[src/rtl/fetch_stage.sv]
// Instruction-fetch stage: owns the PC, issues single-outstanding requests to a
// variable-latency instruction memory, buffers responses and drives IF/ID.
module fetch_stage #(
  parameter int              XLEN       = 64,
  parameter logic [XLEN-1:0] RESET_PC   = '0,
  parameter int              FIFO_DEPTH = 2
) (
  input  logic            clk,
  input  logic            reset,
  output logic            imem_req,
  output logic [XLEN-1:0] imem_addr,
  input  logic            imem_ready,
  input  logic            imem_rvalid,
  input  logic [31:0]     imem_rdata,
  input  logic            stall,
  input  logic            redirect,
  input  logic [XLEN-1:0] redirect_pc,
  output logic            if_id_valid,
  output logic [XLEN-1:0] if_id_pc,
  output logic [31:0]     if_id_instruction
);

  localparam int PW = $clog2(FIFO_DEPTH);
  localparam int CW = PW + 1;

  localparam logic [1:0] S_FETCH = 2'd0;
  localparam logic [1:0] S_WAIT  = 2'd1;
  localparam logic [1:0] S_KILL  = 2'd2;

  localparam logic [31:0] NOP = 32'h0000_0013;

  logic [1:0]      state;
  logic [1:0]      state_next;
  logic [XLEN-1:0] fetch_pc;
  logic [XLEN-1:0] tag;

  logic [XLEN-1:0] fifo_pc    [FIFO_DEPTH];
  logic [31:0]     fifo_instr [FIFO_DEPTH];
  logic [PW-1:0]   wr_ptr;
  logic [PW-1:0]   rd_ptr;
  logic [CW-1:0]   cnt;

  logic room_fetch;
  logic room_wait;
  logic accept;
  logic push;
  logic pop;

  // Issue only when the buffer can absorb the word that will come back.
  assign room_fetch = (cnt < CW'(FIFO_DEPTH));
  assign room_wait  = ((cnt + CW'(1)) < CW'(FIFO_DEPTH));
  assign imem_req   = !reset && !redirect &&
                      (((state == S_FETCH) && room_fetch) ||
                       ((state == S_WAIT) && imem_rvalid && room_wait));
  assign imem_addr  = fetch_pc;
  assign accept     = imem_req && imem_ready;
  assign push       = (state == S_WAIT) && imem_rvalid && !redirect;
  assign pop        = !redirect && !stall && (cnt != CW'(0));

  always_comb begin
    state_next = state;
    case (state)
      S_FETCH: begin
        if (accept) state_next = S_WAIT;
        else        state_next = S_FETCH;
      end
      S_WAIT: begin
        // A redirect turns the outstanding word stale unless it lands this very cycle.
        if (redirect)         state_next = imem_rvalid ? S_FETCH : S_KILL;
        else if (imem_rvalid) state_next = accept ? S_WAIT : S_FETCH;
        else                  state_next = S_WAIT;
      end
      S_KILL: begin
        if (imem_rvalid) state_next = S_FETCH;
        else             state_next = S_KILL;
      end
      default: state_next = S_FETCH;
    endcase
  end

  always_ff @(posedge clk) begin
    if (reset) begin
      state    <= S_FETCH;
      fetch_pc <= RESET_PC;
      tag      <= '0;
    end else begin
      state <= state_next;
      if (redirect)    fetch_pc <= redirect_pc;
      else if (accept) fetch_pc <= fetch_pc + XLEN'(4);
      else             fetch_pc <= fetch_pc;
      if (accept) tag <= fetch_pc;
      else        tag <= tag;
    end
  end

  always_ff @(posedge clk) begin
    if (push) begin
      fifo_pc[wr_ptr]    <= tag;
      fifo_instr[wr_ptr] <= imem_rdata;
    end
  end

  always_ff @(posedge clk) begin
    if (reset || redirect) begin
      wr_ptr <= '0;
      rd_ptr <= '0;
      cnt    <= '0;
    end else begin
      if (push) wr_ptr <= wr_ptr + PW'(1);
      else      wr_ptr <= wr_ptr;
      if (pop)  rd_ptr <= rd_ptr + PW'(1);
      else      rd_ptr <= rd_ptr;
      cnt <= cnt + CW'(push) - CW'(pop);
    end
  end

  always_ff @(posedge clk) begin
    if (reset) begin
      if_id_valid       <= 1'b0;
      if_id_pc          <= '0;
      if_id_instruction <= NOP;
    end else if (redirect) begin
      if_id_valid <= 1'b0;
    end else if (stall) begin
      if_id_valid <= if_id_valid;
    end else if (pop) begin
      if_id_valid       <= 1'b1;
      if_id_pc          <= fifo_pc[rd_ptr];
      if_id_instruction <= fifo_instr[rd_ptr];
    end else begin
      if_id_valid <= 1'b0;
    end
  end

endmodule

[config.mk]
export PLATFORM = sky130hd
export DESIGN_NAME = fetch_stage
export DESIGN_NICKNAME = d
export VERILOG_FILES = /design/src/rtl/fetch_stage.sv
export SDC_FILE = /design/constraint.sdc
export NUM_CORES = 1
export LEC_CHECK = 0
export BUFFER_PORTS_ARGS = -buffer_cell sky130_fd_sc_hd__buf_2
export CORE_MARGIN = 4
export CORE_UTILIZATION = 58
export CTS_CLUSTER_DIAMETER = 80
export DETAILED_ROUTE_END_ITERATION = 8
export MAX_ROUTING_LAYER = met4
export PLACE_DENSITY = 0.81
export SLEW_MARGIN = 20
export SYNTH_ARGS = -nofsm -noshare
export SYNTH_HDL_FRONTEND = slang
export SYNTH_SLANG_ARGS = --single-unit
[constraint.sdc]
create_clock -name clk -period 11.6 [get_ports clk]
set_clock_uncertainty 0.1 [all_clocks]
set_input_delay 1.16 -clock clk [delete_from_list [all_inputs] [get_ports clk]]
set_output_delay 1.16 -clock clk [all_outputs]
set_load 0.01 [all_outputs]
# ---- Yosys cells after proc, flatten, opt, wreduce, memory -nomap -nowiden
# Memories as Yosys holds them, arrays and structs flattened. A register that Yosys moved wholly into a read port is not among the register bits.
# Cells that the tools add are included.
dict set report totals {
  ram_bits 192
  reg_bits 135
  n_memories 2
  wordCells 50
}
# name words word_bits read_ports rd_ports_with_merged_regs wr line_no
set mem_list {}
lappend mem_list {fifo_pc 2 64 1 1 1 37} ;# logic [XLEN-1:0] fifo_pc [FIFO_DEPTH];
lappend mem_list {fifo_instr 2 32 1 1 1 38} ;# logic [31:0] fifo_instr [FIFO_DEPTH];
dict set report classes {
  reduce_logical 19
  n_lt_le_gt_ge 2
  n_eq_ne 2
  bitwise_logic 2
  n_addsub 6
  muxes 10
}
# operator n
set op_table {}
lappend op_table {{two-way mux 64 bit} 2}
lappend op_table {{adder 64 x 3 -> 64 bit (second input constant)} 1}
lappend op_table {{logical AND 1 bit} 9}
lappend op_table {{two-way mux 2 bit} 3}
lappend op_table {{case mux 2 bit (3 select lines)} 1}
lappend op_table {{less-than comparator 2 bit (second input constant)} 2}
lappend op_table {{two-way mux 1 bit} 4}
lappend op_table {{nonzero test 2 bit} 2}
lappend op_table {{zero test 1 bit} 3}
lappend op_table {{AND reduction 3 bit} 1}
lappend op_table {{adder 1 bit (second input constant)} 2}
lappend op_table {{adder 2 x 1 -> 2 bit} 1}
lappend op_table {{adder 2 x 1 -> 2 bit (second input constant)} 1}
lappend op_table {{equality test 2 x 1 -> 1 bit (second input constant)} 1}
lappend op_table {{equality test 2 bit (second input constant)} 1}
lappend op_table {{zero test 2 bit} 1}
lappend op_table {{logical OR 1 bit} 2}
lappend op_table {{inverter 1 bit} 2}
lappend op_table {{OR reduction 2 bit} 1}
lappend op_table {{subtractor 2 x 1 -> 2 bit} 1}

# ---- Depth between registers and ports, before layout
# Gate-level depths: netlist of run 1.
dict set report logic_depth {
  ltp_word 10
  mapped_depth 13
  ltp_nobuf 11
}

# ---- Worst setup path after synthesis of run 1
# Ideal clock, no wire load.
dict set report synth_timing {
  path_type {input port to flip-flop}
  start {in redirect}
  end {mem fifo_instr[0][0] (enable)}
  path_slack_ns 4.967
  stages 6
  n_path_buf 2
  setup_ns 0.552
  arrival_ns 5.981
  path_cell_list {inv_1 > clkbuf_1 > clkbuf_1 > and3_1 > inv_1 > nor2_1}
}
dict set report synth_between {
  elab_chain_cells 4
}
# element line_no
set synth_rtl {}
lappend synth_rtl {{start: declaration} 16} ;# input logic redirect,
lappend synth_rtl {{zero test 1 bit} 57} ;# assign push = (state == S_WAIT) && imem_rvalid && !redirect;
lappend synth_rtl {{logical AND 1 bit} 57}
lappend synth_rtl {{two-way mux 1 bit} 97} ;# if (push) begin
lappend synth_rtl {{two-way mux 1 bit (implied by the code)} 99} ;# fifo_instr[wr_ptr] <= imem_rdata;
lappend synth_rtl {{end: declaration} 38}
# No other way between the ends.

# ---- Final worst setup path of run 1
dict set report layout_timing {
  start {in redirect}
  end {out imem_req}
}
dict set report layout_between {
  elab_chain_cells 3
}
# element line_no
set layout_rtl {}
lappend layout_rtl {{zero test 1 bit} 52} ;# assign imem_req = !reset && !redirect &&
lappend layout_rtl {{logical AND 1 bit (2 in series)} 52}
lappend layout_rtl {{end: declaration} 10} ;# output logic imem_req,
# No other way between the ends.

==> flow_metrics.py, run 1 <==
metrics = {
    "run_status": {
        "outcome": "complete, no violations",
    },
    "sta": {
        "relSlewSlack": 0.2187,
        "fmax_mhz": 238.2,
        "maxSlewViolCount": 0,
        "whs_ns": 0.3465,
        "fin_setup_tns_ns": 0,
        "min_period_over_period": 0.3619,
        "hold_viol": 0,
        "min_period_ns": 4.198,
        "setup_viol": 0,
        "tightest_slew_ns": 1.163,
        "rsz0062_at_grt": "false",
    },
    "route": {
        "via_per_inst": 6.054,
        "drtIter0Drc": 1166,
        "wirelength_mm": 42.25,
        "wl_per_cell_um": 20.04,
        "top_layer": "met4",
        "dr_wl_met2_mm": 19.96,
        "drc": 0,
        "drt_first_pass_iters": 5,
        "drtAntennaViolNets": 0,
        "wl_met1_mm": 17.02,
        "via_count": 12762,
        "wl_met3_mm": 3.642,
    },
    "power": {
        "p_clk_frac": 0.420,
        "ir_worst_vdd_mv": 0.08820,
        "power.switching_uw": 659.0,
        "p_seq_frac": 0.534,
        "p_sw_frac": 0.2177,
        "share_comb_of_total_power": 0.046,
        "leakage_nw": 6.673,
        "internal_power_mw": 2.368,
        "power.density_nw_per_um2": 156.2,
    },
    "clocking": {
        "root_buffer": "clkbuf_16",
        "cts_buffer_depth": 3,
        "clk_pin_slew_ns": 0.06,
        "clk_latency_ns": 0.53,
        "cts_tree": "done",
        "ctsResizeCount": 0,
        "post_cts_buffers": 0,
        "cts_hold_buffers": 0,
        "numCtsBuffers": 42,
        "htree_levels": 2,
        "clkSinkCount": 423,
    },
    "placement": {
        "port_buffers": 263,
        "gp_congestion": 0.8915,
        "dp_hpwl_mm": 27.43,
    },
    "cells_and_area": {
        "drive_above_1_share": 0.2046,
        "synthToLayoutAreaGrowth_pct": 16.97,
        "fin_nets": 1799,
        "final_common_cell": "buf_2",
        "final_cell_mix": "buf_2, dfxtp_1, edfxtp_1",
    },
    "global_route": {
        "grt_first_pass_wirelength_mm": 65.97,
        "grt_max_degree": 109,
        "grt_pass1_vias": 12137,
        "antenna_found_initial": 3,
        "grtUsageTotal": 0.2708,
        "grt_overflow_total": 0,
    },
    "yosys": {
        "ys_seq_area_frac": 0.6271,
        "synth_flop_cell": "dfxtp_1",
        "yosysTopAreaCell": "edfxtp_1",
        "synth_edf_count": 192,
        "synthDistinctLibCells": 67,
        "synth.top_cell.area_share": 0.3480,
        "ys_warn_count": 0,
        "netlist_instances": 1477,
        "async_flop_share": 0,
        "syn_area_um2": 16570,
        "ys_ff_latch": 423,
        "avgSynthCellArea_um2": 11.22,
        "synth_area_leaders": "edfxtp_1, dfxtp_1, mux2i_1, a211oi_1, nand2_1",
        "synth_nets": 1583,
    },
    "floorplanning": {
        "pin_count": 264,
        "core_um2": 28010,
        "die_h_um": 177.0,
        "rows": 61,
        "die_area_um2": 31330,
        "die_x_um": 177.0,
        "initial_core_util": 0.5915,
    },
    "setup_path": {
        "cp_max_fo": 55,
        "endpoint_kind": "output port",
        "crit_required_ns": 10.34,
        "arrival_ns": 2.94,
        "crit_type": "input pin to output port",
        "start_kind": "input pin",
    },
    "run": {
        "max_cap_violations": 0,
    },
    "worst_hold_path": {
        "hp-class": "register to register",
    },
}
[worst max-delay path, cell delays in order]
cell and delay (ns):
buf_2 0.25, buf_4 0.40, or2_2 0.48, a211oi_1 0.42
buf_2 0.22
[power by group through the flow]
stage	clock network, mW	registers (mW)	logic (mW)
finish	1.27	1.62	0.138
global route	1.35	1.62	0.151
CTS	1.29	1.61	0.137
detailed placement	0	1.65	0.136
global placement	0	1.65	0.133
floorplan	0	1.64	0.0720
[cell usage after synthesis, types with 21 or more instances]
| master | instances |
|---|---|
| dfxtp_1 | 231 |
| edfxtp_1 | 192 |
| nand2_1 | 182 |
| nor2_1 | 131 |
| a211oi_1 | 107 |
| mux2i_1 | 99 |
| clkbuf_1 | 89 |
| a21oi_1 | 88 |
| nand4_1 | 37 |
| nand3_1 | 32 |
| nor3_1 | 21 |
| o21ai_0 | 21 |
[registers in the layout, indices dropped and copies added (netlist names)]
name / count
tag: 64
rd_ptr: 1
state: 2
cnt: 2
if_id_pc: 64
fifo_instr: 64
wr_ptr: 1
fifo_pc: 128
if_id_instruction: 32
imem_addr: 64
if_id_valid: 1
[cell families after synthesis]
kind of cell / Yosys count / synth area share
AOI/OAI and AO/OA: 301 / 0.1249
adders and majority gates: 4 / 0.003021
and+or+nand+nor: 514 / 0.1498
buffers and inverters: 123 / 0.02854
DFF: 423 / 0.6271
muxes: 99 / 0.05981
xor gates and xnor gates: 13 / 0.006872
[metrics by stage]
| stage | cells | power [mW] | util | worst slack [ns] | cell area, µm² |
|---|---|---|---|---|---|
| 2_1_floorplan | 1477 | 1.713 | - | 4.967 | 16570 |
| 3_3_place_gp | 2027 | 1.778 | 0.6454 | 7.224 | 18080 |
| 3_5_place_dp | 2027 | 1.783 | 0.6454 | 7.089 | 18080 |
| 4_1_cts | 2103 | 3.041 | 0.6914 | 7.428 | 19370 |
| 5_1_grt | 2106 | 3.121 | 0.6917 | 7.326 | 19370 |
| 6_report | 2108 | 3.027 | 0.6919 | 7.402 | 19380 |
[per-layer routing]
metal,up-vias,global-route usage
met4,0,0.1054
met2,650,0.4195
met1,6046,0.3622
li1,5944,-
met5,-,-
met3,122,0.04486
[final timing paths]
path / startpoint / endpoint / slack [ns] / depth (start not counted)
worst max-delay path: redirect / imem_req / 7.40 / 5
worst min-delay path: tag[30]$_SDFFE_PP0P_ / fifo_pc[0][30]$_DFFE_PP_ / 0.35 / 0
worst max register to register: cnt[1]$_SDFF_PP0_ / imem_addr[33]$_SDFFE_PP0P_ / 8.04 / 7
worst min register to register: tag[30]$_SDFFE_PP0P_ / fifo_pc[0][30]$_DFFE_PP_ / 0.35 / 0
[area by class of cell]
class,count,area (µm²)
Clock buffer,65,1209
Sequential cell,423,10390
Timing Repair Buffer,276,1420
Multi-Input combinational cell,931,5715
Clock inverter,11,80.08
Antenna cell,5,12.51
Inverter,19,76.32
Tap cell,378,473.0
Fill cell,2077,8631
Note: power is estimated with default switching activity, not from simulation.
==> run 2: changes to the inputs <==
--- a/config.mk
+++ b/config.mk
@@ -7,11 +7,11 @@
 export LEC_CHECK = 0
 export BUFFER_PORTS_ARGS = -buffer_cell sky130_fd_sc_hd__buf_2
 export CORE_MARGIN = 4
-export CORE_UTILIZATION = 58
+export CORE_UTILIZATION = 56
 export CTS_CLUSTER_DIAMETER = 80
 export DETAILED_ROUTE_END_ITERATION = 8
 export MAX_ROUTING_LAYER = met4
-export PLACE_DENSITY = 0.81
+export PLACE_DENSITY = 0.79
 export SLEW_MARGIN = 20
 export SYNTH_ARGS = -nofsm -noshare
 export SYNTH_HDL_FRONTEND = slang
==> constraint.sdc (replaced) <==
create_clock -name clk -period 4 [get_ports clk]
set_clock_uncertainty 0.1 [all_clocks]
set_input_delay 0.4 -clock clk [delete_from_list [all_inputs] [get_ports clk]]
set_output_delay 0.4 -clock clk [all_outputs]
set_load 0.01 [all_outputs]
==> flow_metrics.py, run 2 (same netlist as run 1, synthesis figures left out) <==
metrics = {
    "run": {
        "max_cap_violations": 0,
    },
    "route": {
        "drtAntennaViolNets": 0,
        "wl_per_cell_um": 19.79,
        "wirelength_mm": 42.54,
        "drtIter0Drc": 1179,
        "via_per_inst": 5.911,
        "via_count": 12709,
        "drt_first_pass_iters": 6,
        "drc": 0,
    },
    "cells_and_area": {
        "synthToLayoutAreaGrowth_pct": 20.06,
        "drive_above_1_share": 0.2063,
        "fin_cells": 2150,
        "nFillCells": 2124,
        "final_common_cell": "buf_2",
        "largest_register_ffs": 128,
        "final_cell_mix": "buf_2, dfxtp_1, edfxtp_1",
        "fin_nets": 1837,
        "fin_area_um2": 19890,
        "max_flop_register": "fifo_pc",
    },
    "placement": {
        "port_buffers": 263,
        "gp_congestion": 0.9257,
        "placed_area_um2": 18180,
        "dp_hpwl_mm": 27.66,
        "dpl.cell_count": 2039,
        "pre_cts_slack_ns": 1.031,
    },
    "sta": {
        "tightest_slew_ns": 0.9700,
        "rsz0062_at_grt": "false",
        "relSlewSlack": 0.3533,
        "maxSlewViolCount": 0,
        "fin_setup_tns_ns": 0,
        "hold_viol": 0,
        "min_period_ns": 2.977,
        "fmax_mhz": 335.9,
        "setup_viol": 0,
        "min_period_over_period": 0.7444,
        "final.setup.worst_slack_ns": 1.023,
    },
    "worst_hold_path": {
        "hp-class": "input pin to register",
        "hp-start": "redirect_pc[59]",
    },
    "clocking": {
        "clk_pin_slew_ns": 0.06,
        "root_buffer": "clkbuf_16",
        "cts_tree": "done",
        "clkSinkCount": 423,
        "clk_latency_ns": 0.54,
        "post_cts_buffers": 0,
        "cts_hold_buffers": 33,
        "htree_levels": 2,
        "cts_buffer_depth": 3,
        "ctsResizeCount": 0,
        "numCtsBuffers": 41,
    },
    "setup_path": {
        "crit_required_ns": 4.35,
        "start_kind": "register",
        "path_cells": "inv_1 -> ha_1 -> nand3b_1 -> a2111oi_1 -> nand4_1 -> or4_1 -> a311oi_1",
        "r2r_slack_ns": 1.02,
        "arrival_ns": 3.33,
        "cp_max_fo": 7,
        "critPathBufInv": 1,
        "slowest_stage": "or4_1",
        "cpLargestDelayFamily": "simple AND/OR/NAND/NOR gates",
        "endpoint_kind": "register",
        "slowest_delay_ns": 0.57,
        "regToRegStartpoint": "cnt[1]$_SDFF_PP0_",
        "critPathLaunch": "cnt[1]$_SDFF_PP0_",
        "crit_type": "register to register",
    },
    "power": {
        "leakage_nw": 6.883,
        "finalPower_mw": 9.047,
        "ir_worst_vdd_mv": 0.2997,
        "power.density_nw_per_um2": 454.8,
    },
    "floorplanning": {
        "die_x_um": 180.0,
        "initial_core_util": 0.5726,
        "pin_count": 264,
        "die_area_um2": 32400,
        "rows": 62,
        "die_h_um": 180.0,
        "core_um2": 28940,
    },
    "global_route": {
        "antenna_found_initial": 1,
        "grt_pass1_vias": 12101,
        "grtUsageTotal": 0.2602,
        "grt_first_pass_wirelength_mm": 66.92,
        "grt_max_degree": 187,
        "grt_overflow_total": 0,
    },
    "run_status": {
        "outcome": "complete, no violations",
    },
}
run 2: where the power goes:
| part | leakage, nW | switching (mW) | internal [mW] |
|---|---|---|---|
| Clock | 0.663 | 1.62 | 2.31 |
| Combinational | 2.78 | 0.263 | 0.173 |
| Sequential | 3.44 | 0.107 | 4.58 |
| Total | 6.88 | 1.99 | 7.06 |
run 2: path summary, 6_finish.rpt:
| check | end | cells after the start |
|---|---|---|
| max | imem_addr[56]$_SDFFE_PP0P_ | 7 |
| min | imem_addr[59]$_SDFFE_PP0P_ | 3 |
| max reg2reg | imem_addr[56]$_SDFFE_PP0P_ | 7 |
| min reg2reg | fifo_pc[1][51]$_DFFE_PP_ | 0 |
run 2: layout make-up:
type | instances | area, µm² | share of cell area
flip-flops and latches | 423 | 10390 | 0.5225
multi-input cells | 931 | 5715 | 0.2873
repair buffers | 315 | 1848 | 0.09290
clock buffers | 56 | 1122 | 0.05642
well taps | 384 | 480.5 | 0.02415
clock inverters | 20 | 250.2 | 0.01258
inverters | 19 | 76.32 | 0.003837
diodes | 2 | 5.005 | 0.0002516
run 2: worst register-to-register path: cells and delay by family, from the launching register on:
| family | cells | cell delay, ns |
|---|---|---|
| flops | 1 | 0.34 |
| compound gates | 2 | 0.72 |
| simple gates | 3 | 1.36 |
| fa+ha+maj | 1 | 0.29 |
| buf+inv | 1 | 0.07 |
run 2: per-layer routing:
metal,global-route usage,share of wire,up-vias
met3,0.04042,0.080,102
met2,0.4020,0.46,521
met1,0.3544,0.42,6071
met5,-,0,-
li1,-,-,6015
met4,0.09052,0.035,0
run 2: metrics by stage:
| stage | util | hold slack, ns |
|---|---|---|
| floorplan | - | 0.3254 |
| global placement | 0.6284 | 0.3303 |
| detailed placement | 0.6284 | 0.3390 |
| CTS | 0.6873 | 0.001748 |
| global route | 0.6874 | 0.01164 |
| finish | 0.6875 | 0.01610 |
